`src/rtl/p_beid_interconnect_f0_ahb_code_mem_ctrl.sv`:
```
// AHB-Lite slave bridging a single code/data memory (SRAM or ROM) with a
// synchronous one-cycle-latency macro interface, configurable wait states
// and a single-entry exclusive-access monitor.
module p_beid_interconnect_f0_ahb_code_mem_ctrl #(
  parameter int AW          = 16,
  parameter int WAIT_STATES = 1,
  parameter bit WRITE_EN    = 1'b1
) (
  input  logic          HCLK,
  input  logic          HRESETn,
  input  logic          HSEL,
  input  logic [31:0]   HADDR,
  input  logic [1:0]    HTRANS,
  input  logic          HWRITE,
  input  logic [2:0]    HSIZE,
  input  logic [2:0]    HBURST,
  input  logic [3:0]    HPROT,
  input  logic [31:0]   HWDATA,
  input  logic          HREADY,
  input  logic          EXREQ,
  output logic [31:0]   HRDATA,
  output logic          HREADYOUT,
  output logic [1:0]    HRESP,
  output logic          EXRESP,
  output logic          MEM_CS,
  output logic          MEM_WE,
  output logic [3:0]    MEM_BE,
  output logic [AW-3:0] MEM_ADDR,
  output logic [31:0]   MEM_WDATA,
  input  logic [31:0]   MEM_RDATA
);

  typedef enum logic [2:0] {S_IDLE, S_RD, S_WR, S_ERR1, S_ERR2} state_t;

  localparam logic [1:0] WS         = 2'(WAIT_STATES);
  localparam logic [1:0] RESP_OKAY  = 2'b00;
  localparam logic [1:0] RESP_ERROR = 2'b01;

  state_t        state_q;
  logic [1:0]    cnt_q;
  logic          mem_cs_q;
  logic          mem_we_q;
  logic [3:0]    mem_be_q;
  logic [AW-3:0] mem_addr_q;
  logic          cap_q;        // MEM_RDATA is valid this cycle
  logic [31:0]   hrdata_q;
  logic          excl_ok_q;    // current write is a successful exclusive
  logic          mon_valid_q;
  logic [AW-3:0] mon_addr_q;

  logic          hready_d;
  logic [3:0]    be_d;
  logic          accept;
  logic          req_err;
  logic          mon_hit;
  logic [AW-3:0] word_addr;

  // Burst type, protection and the SEQ/NONSEQ distinction do not affect this slave.
  logic unused_inputs;
  assign unused_inputs = ^{HBURST, HPROT, HTRANS[0]};

  assign word_addr = HADDR[AW-1:2];
  assign mon_hit   = mon_valid_q && (mon_addr_q == word_addr);
  assign req_err   = (|HADDR[31:AW]) || (HSIZE > 3'd2) ||
                     ((HSIZE == 3'd1) && HADDR[0]) ||
                     ((HSIZE == 3'd2) && (HADDR[1:0] != 2'b00)) ||
                     (HWRITE && (WRITE_EN == 1'b0));

  // Slave ready decoded from the data-phase state.
  always_comb begin
    // NOTE: every always_comb output gets a default first so no latch is inferred.
    hready_d = 1'b1;
    case (state_q)
      S_RD:    hready_d = !mem_cs_q && (cnt_q == 2'd0);
      S_WR:    hready_d = (cnt_q == 2'd0);
      S_ERR1:  hready_d = 1'b0;
      default: hready_d = 1'b1;
    endcase
  end

  // Byte-lane enables from transfer size and low address bits.
  always_comb begin
    be_d = 4'b0000;
    case (HSIZE)
      3'd0:    be_d = 4'b0001 << HADDR[1:0];
      3'd1:    be_d = HADDR[1] ? 4'b1100 : 4'b0011;
      default: be_d = 4'b1111;
    endcase
  end

  assign accept    = HSEL && HTRANS[1] && HREADY && hready_d;

  assign HREADYOUT = hready_d;
  assign HRESP     = ((state_q == S_ERR1) || (state_q == S_ERR2)) ? RESP_ERROR : RESP_OKAY;
  assign EXRESP    = (state_q == S_WR) && (cnt_q == 2'd0) && excl_ok_q;
  // With zero wait states the completion cycle is the cycle MEM_RDATA is valid.
  assign HRDATA    = (cap_q && (cnt_q == 2'd0)) ? MEM_RDATA : hrdata_q;
  assign MEM_CS    = mem_cs_q;
  assign MEM_WE    = mem_we_q;
  assign MEM_BE    = mem_be_q;
  assign MEM_ADDR  = mem_addr_q;
  assign MEM_WDATA = HWDATA;

  // Data-phase FSM, memory strobes, read capture and exclusive monitor.
  always_ff @(posedge HCLK or negedge HRESETn) begin
    if (!HRESETn) begin
      state_q     <= S_IDLE;
      cnt_q       <= 2'd0;
      mem_cs_q    <= 1'b0;
      mem_we_q    <= 1'b0;
      mem_be_q    <= 4'b0000;
      mem_addr_q  <= '0;
      cap_q       <= 1'b0;
      hrdata_q    <= 32'h0;
      excl_ok_q   <= 1'b0;
      mon_valid_q <= 1'b0;
      mon_addr_q  <= '0;
    end else begin
      // NOTE: non-blocking assignments so every register samples pre-edge values.
      mem_cs_q <= 1'b0;
      mem_we_q <= 1'b0;
      mem_be_q <= 4'b0000;
      cap_q    <= (state_q == S_RD) && mem_cs_q;
      if (cap_q) hrdata_q <= MEM_RDATA;

      case (state_q)
        S_RD: if (!mem_cs_q) begin
          if (cnt_q != 2'd0) cnt_q <= cnt_q - 2'd1;
          else               state_q <= S_IDLE;
        end
        S_WR: begin
          if (cnt_q != 2'd0) cnt_q <= cnt_q - 2'd1;
          else               state_q <= S_IDLE;
        end
        S_ERR1:  state_q <= S_ERR2;
        S_ERR2:  state_q <= S_IDLE;
        default: state_q <= S_IDLE;
      endcase

      if (accept) begin
        cnt_q      <= WS;
        excl_ok_q  <= 1'b0;
        mem_addr_q <= word_addr;
        if (req_err) begin
          state_q <= S_ERR1;
        end else if (!HWRITE) begin
          state_q  <= S_RD;
          mem_cs_q <= 1'b1;
          if (EXREQ) begin
            mon_valid_q <= 1'b1;
            mon_addr_q  <= word_addr;
          end
        end else begin
          state_q <= S_WR;
          // A failed exclusive write completes normally but never reaches memory.
          if (!EXREQ || mon_hit) begin
            mem_cs_q <= 1'b1;
            mem_we_q <= 1'b1;
            mem_be_q <= be_d;
          end
          excl_ok_q <= EXREQ && mon_hit;
          if (mon_hit) mon_valid_q <= 1'b0;
        end
      end
    end
  end

endmodule

```
`config.mk`:
```
export PLATFORM = sky130hd
export DESIGN_NAME = p_beid_interconnect_f0_ahb_code_mem_ctrl
export DESIGN_NICKNAME = d
export VERILOG_FILES = /design/src/rtl/p_beid_interconnect_f0_ahb_code_mem_ctrl.sv
export SDC_FILE = /design/constraint.sdc
export NUM_CORES = 1
export LEC_CHECK = 0
export BUFFER_PORTS_ARGS = -buffer_cell sky130_fd_sc_hd__buf_2
export CORE_MARGIN = 4
export CORE_UTILIZATION = 45
export DETAILED_ROUTE_END_ITERATION = 7
export GPL_ROUTABILITY_DRIVEN = 0
export PLACE_DENSITY = 0.88
export SYNTH_ARGS = -nofsm -noshare
export SYNTH_HDL_FRONTEND = slang
export SYNTH_SLANG_ARGS = --single-unit
```
`constraint.sdc`:
```
create_clock -name HCLK -period 2.5 [get_ports HCLK]
set_clock_uncertainty 0.05 [all_clocks]
set_input_delay 0.5 -clock HCLK [delete_from_list [all_inputs] [get_ports HCLK]]
set_output_delay 0.5 -clock HCLK [all_outputs]
set_load 0.05 [all_outputs]
```
==> summary.txt, run 1 <==
Antenna-violating nets left -> 0
Initial antenna violation count -> 0
Setup crit start kind -> flop
Drt wl/cell -> 15.87 um
Area share of the largest cell type after synthesis -> 49.33%
Tcrit/Tclk final -> 95.21%
Run status -> completed
Mean Syn Cell Area -> 12.81 sq um
Io pins -> 202
Max clock buf depth -> 2
Most common cell in the netlist -> mux2_2
Initial Util -> 45.91%
Net Count, Synth -> 408
Hold_buf cts -> 0
Overall Global Routing Usage -> 16.60%
Layout area overhead -> 23.10%
Final max-slew violation count -> 0
Core Footprint -> 8175 sq um
Fraction of layout cells with a size suffix above 1 -> 62.34%
Psw -> 1322 uW
Largest net degree at the start of global routing -> 75
Number of synthesized flops with an enable pin -> 0
Met3 WL post-DR -> 768 um
Worst Tran Pin Value -> 919.4 ps
Peak supply drop -> 577.0 uV
Comb pwr share -> 30.8%
Synthesis Warnings -> 0
Dominant cell type by area after synthesis -> dfrtp_1
LEAKAGE -> 0.002452 uW
Cell Area, Synth -> 3754 sq um
Ys async rst share -> 100.0%
Required time of the critical path -> 1950 ps
DRC -> 0
Register share of total power -> 40.2%
Vias -> 2,590
Grt ovf -> 0
Die ar. -> 9866 sq um
Crit Path Category -> reg -> out
Pre-CTS WS -> 317.5 ps
Switching Share -> 36.90%
Diode count -> 0
Vias in the first global route -> 2,751
Die Y-Extent -> 99.33 um
Crit path max fanout -> 16
H-tree depth -> 3
Via/cell ratio -> 5.119
Routed wl met2 -> 3905 um
DP Wirelength -> 5794 um
Clock transition at the registers of the reported paths -> 90 ps
Reported max-cap violation count -> 0
Total CTS buffers -> 9
Largest cells by area after synthesis -> dfrtp_1 49%, mux2_2 25%, buf_4 6.6%
Synth Flop Type -> dfrtp_1
Sequential share of the synthesized area -> 49.33%
First-pass GRT wire length -> 13,110 um
Initial drt markers -> 38
Port bufs -> 128
Clock period minus worst slack -> 2380 ps
Setup violators final -> 0
Hold crit path type -> in -> async
Mapped Cells -> 293
Count of cell types in the netlist -> 37
Endpoints failing hold -> 0
Clk root buf -> clkbuf_8
Die W -> 99.33 um
Final WL -> 8029 um
Top cells by count, synth -> 82 x mux2_2, 74 x dfrtp_1, 33 x buf_4
TritonCTS clock tree -> done
Final worst slack -> 119.8 ps
RSZ-0062 raised after global routing -> no
Slew HR -> 38.70%
Hold_ws -> 226.1 ps
Critical Path End Type -> output pin
Clock power frac -> 29.0%
Skew-Pair Late Insertion Delay -> 350 ps
R2R depth -> 7
Yosys reg bits -> 74
DR pass1 iterations -> 4
Post-Route M1 WL -> 3253 um
Max Freq -> 0.4201 GHz
Setup TNS -> 0 ps
CP arrival -> 1830 ps
Internal power -> 2261 uW
Pwr dens -> 775.5 nW/um^2
Top sig layer -> met4
# rows -> 33
Layout Utilization -> 56.52%
Clk sink count -> 74
Post-layout nets -> 511
## power by group through the flow
stage | Clock [uW] | Sequential (uW) | Combinational (uW)
2_1_floorplan | 0 | 1870 | 522
3_3_place_gp | 0 | 1450 | 1070
3_5_place_dp | 0 | 1460 | 1090
4_1_cts | 1080 | 1440 | 1100
5_1_grt | 1150 | 1460 | 1190
6_report | 1040 | 1440 | 1100
## state kept, by name, indices dropped and copies added (netlist names), 2 cells and up
signal	flops
hrdata_q	32
MEM_ADDR	14
mon_addr_q	14
MEM_BE	4
state_q	3
cnt_q	2
## layout by cell type, fill, tap and decap left out, types with 2 or more instances in the layout
| master | count |
|---|---|
| a21oi_1 | 5 |
| buf_2 | 101 |
| buf_4 | 31 |
| bufinv_16 | 2 |
| clkbuf_8 | 9 |
| clkinvlp_4 | 2 |
| dfrtp_1 | 74 |
| inv_1 | 10 |
| inv_6 | 2 |
| mux2_2 | 82 |
| mux2_4 | 10 |
| nand3_1 | 5 |
| nand4_1 | 5 |
| nor2_1 | 6 |
| nor3_1 | 3 |
| nor4_1 | 5 |
| o21ai_0 | 6 |
| o21bai_1 | 2 |
| o31ai_1 | 2 |
| xnor2_1 | 15 |
## critical path, cell delays in order (launching register included)
cell and delay, ps:
dfrtp_1 360, inv_1 50, ha_2 230, nand2_4 130, buf_12 160, mux2_2 350
buf_2 210
## path summary, 6_finish.rpt
kind                               start       endpoint  slack, ps
max                             cnt_q[0]     HRDATA[24]        120
min                              HRESETn   hrdata_q[11]        230
max reg2reg                     cnt_q[0]  mon_addr_q[3]        480
min reg2reg                  MEM_ADDR[5]    MEM_ADDR[5]        460
max in group asynchronous        HRESETn   hrdata_q[22]       1580
min in group HCLK          MEM_RDATA[18]   hrdata_q[18]        340
## logic make-up after synthesis
| group | Yosys count | synth area share, % |
|---|---|---|
| buffers and inverters | 53 | 8.867 |
| other | 1 | 0.09990 |
| adders and majority gates | 1 | 0.3333 |
| muxes | 92 | 28.60 |
| and+or+nand+nor | 33 | 4.967 |
| AOI/OAI and AO/OA | 24 | 4.300 |
| xor gates and xnor gates | 15 | 3.500 |
| DFF | 74 | 49.33 |
## layer usage
layer	global-route usage, %	vias to the layer above
met5	0	-
met4	6.408	0
met3	6.101	13
met2	27.58	118
met1	19.61	1246
li1	-	1213
## area by class of cell
| cell class | count | area (sq um) |
|---|---|---|
| Fill cell | 683 | 3555 |
| Sequential cell | 74 | 1852 |
| Multi-Input combinational cell | 166 | 1582 |
| Timing Repair Buffer | 135 | 793.3 |
| Tap cell | 105 | 131.4 |
| Clock buffer | 9 | 123.9 |
| Clock inverter | 7 | 101.3 |
| Inverter | 10 | 37.54 |
## repair_timing
| item | in CTS | in global routing |
|---|---|---|
| buffers inserted | 0 | 1 |
| cloned | 1 | 0 |
| setup endpoints to repair | 32 | 32 |
| gates resized for setup | 19 | 20 |
## per-stage QoR
stage,power [uW],cell area (sq um),cells
finish,3583,4621,506
global route,3795,4621,506
CTS,3621,4583,505
detailed placement,2557,4285,488
global placement,2523,4285,488
floorplan,2387,3754,293
Note: power is estimated with default switching activity, not from simulation.
==> inputs of run 2 (changes only) <==
- BUFFER_PORTS_ARGS: -buffer_cell sky130_fd_sc_hd__buf_2 -> not set
- DONT_BUFFER_PORTS: not set -> 1
- PLACE_DENSITY: 0.88 -> 0.68
==> summary.txt, run 2 (synthesis results as in run 1) <==
CTS resizes -> 0
Die W -> 99.33 um
H-tree depth -> 3
Die ar. -> 9866 sq um
Antenna-violating nets left -> 0
Endpoints failing hold -> 0
Via/cell ratio -> 5.465
Pwr dens -> 842.8 nW/um^2
Number of setup buffers added after CTS -> 0
LEAKAGE -> 0.001878 uW
Largest net degree at the start of global routing -> 75
Final max-slew violation count -> 0
Hold_ws -> 251.3 ps
Hold crit path type -> in -> reg
Initial drt markers -> 18
Die Y-Extent -> 99.33 um
Layout area overhead -> 4.033%
Reported max-cap violation count -> 0
Max clock buf depth -> 2
Clock period minus worst slack -> 2418 ps
Setup violators final -> 0
Max Freq -> 0.4136 GHz
Critical Path End Type -> output pin
Biggest register -> hrdata_q
Initial antenna violation count -> 0
Most frequent cells in the layout -> 82 x mux2_2, 74 x dfrtp_1, 15 x xnor2_1
DR pass1 iterations -> 4
Diode count -> 0
# rows -> 33
DRC -> 0
Run status -> completed
Fraction of layout cells with a size suffix above 1 -> 43.48%
Crit path max fanout -> 32
CP arrival -> 1870 ps
Clk sink count -> 74
Largest register FFs -> 32
Port bufs -> 0
Clk root buf -> clkbuf_8
Area after DPL -> 3662 sq um
Vias in the first global route -> 2,290
Peak supply drop -> 561.7 uV
RSZ-0062 raised after global routing -> yes
Initial Util -> 45.91%
Crit Path Category -> reg -> out
Setup crit start kind -> flop
Clock transition at the registers of the reported paths -> 70 ps
First-pass GRT wire length -> 11,360 um
Final instance area -> 3905 sq um
Total CTS buffers -> 9
Core Footprint -> 8175 sq um
TritonCTS clock tree -> done
Grt ovf -> 0
Drt wl/cell -> 18.05 um
Tcrit/Tclk final -> 96.72%
Io pins -> 202
Skew-Pair Late Insertion Delay -> 330 ps
Commonest non-fill, non-tap cell in the layout -> mux2_2
Overall Global Routing Usage -> 14.26%
Required time of the critical path -> 1950 ps
Pwr Total -> 3291 uW
DP Wirelength -> 4974 um
Final WL -> 6878 um
Post-layout nets -> 386
Vias -> 2,082
## run 2: cell types whose count changed in the layout (fill, tap and decap cells not counted), moves of 2 or more
| cell | before | now |
|---|---|---|
| inv_6 | 2 | 0 |
| buf_4 | 31 | 7 |
| clkbuf_8 | 9 | 11 |
| buf_2 | 101 | 0 |
## run 2: final cells by class
| type | instances | area (sq um) |
|---|---|---|
| clock buffer | 12 | 155.1 |
| fill | 756 | 4270 |
| tap | 105 | 131.4 |
| multi-input combinational | 166 | 1569 |
| sequential | 74 | 1852 |
| inverter | 10 | 37.54 |
| clock inverter | 4 | 50.05 |
| timing repair buffer | 10 | 110.1 |
## run 2: path summary, 6_finish.rpt
path	startpoint	end	slack, ps	cells after the start
worst min-delay path	EXREQ	excl_ok_q	250	2
max in group asynchronous	HRESETn	hrdata_q[1]	1450	2
worst min register to register	hrdata_q[27]	hrdata_q[27]	450	1
worst max-delay path	cnt_q[0]	HRDATA[18]	80	5
worst max register to register	cnt_q[0]	mon_addr_q[2]	640	7
min in group asynchronous	HRESETn	hrdata_q[11]	660	2
## run 2: repair_timing
| action | in CTS | in global routing |
|---|---|---|
| hold buffers | 2 | 0 |
| endpoints found under the setup margin | 0 | 32 |
| hold endpoints to repair | 74 | 0 |
## run 2: power breakdown
| part | internal [uW] | switching, uW | total [uW] |
|---|---|---|---|
| clock network | 514 | 416 | 931 |
| registers | 1340 | 536 | 1880 |
| logic | 222 | 262 | 484 |
## run 2: worst max-delay path: stages, from the launching register on
cell     delay (ps)
dfrtp_1         360
inv_1            50
ha_1            270
nand2_1         140
buf_12          210
mux2_2          490
## run 2: per-stage QoR
stage          util [%]  instances  setup TNS (ps)  setup WS [ps]
6_report          47.77        381               0          82.00
5_1_grt           47.77        381          -551.4         -21.91
4_1_cts           47.77        381               0          36.95
3_5_place_dp      44.80        363               0          435.5
3_3_place_gp      44.80        363               0          444.5
2_1_floorplan         -        293               0          328.4
## run 2: routing by layer
metal	global-route usage (%)	vias up	part of all wire, %
met5	0	-	0
met4	5.882	0	1.7
met3	6.031	15	12
met2	22.06	104	46
met1	17.60	1000	40
li1	-	963	-
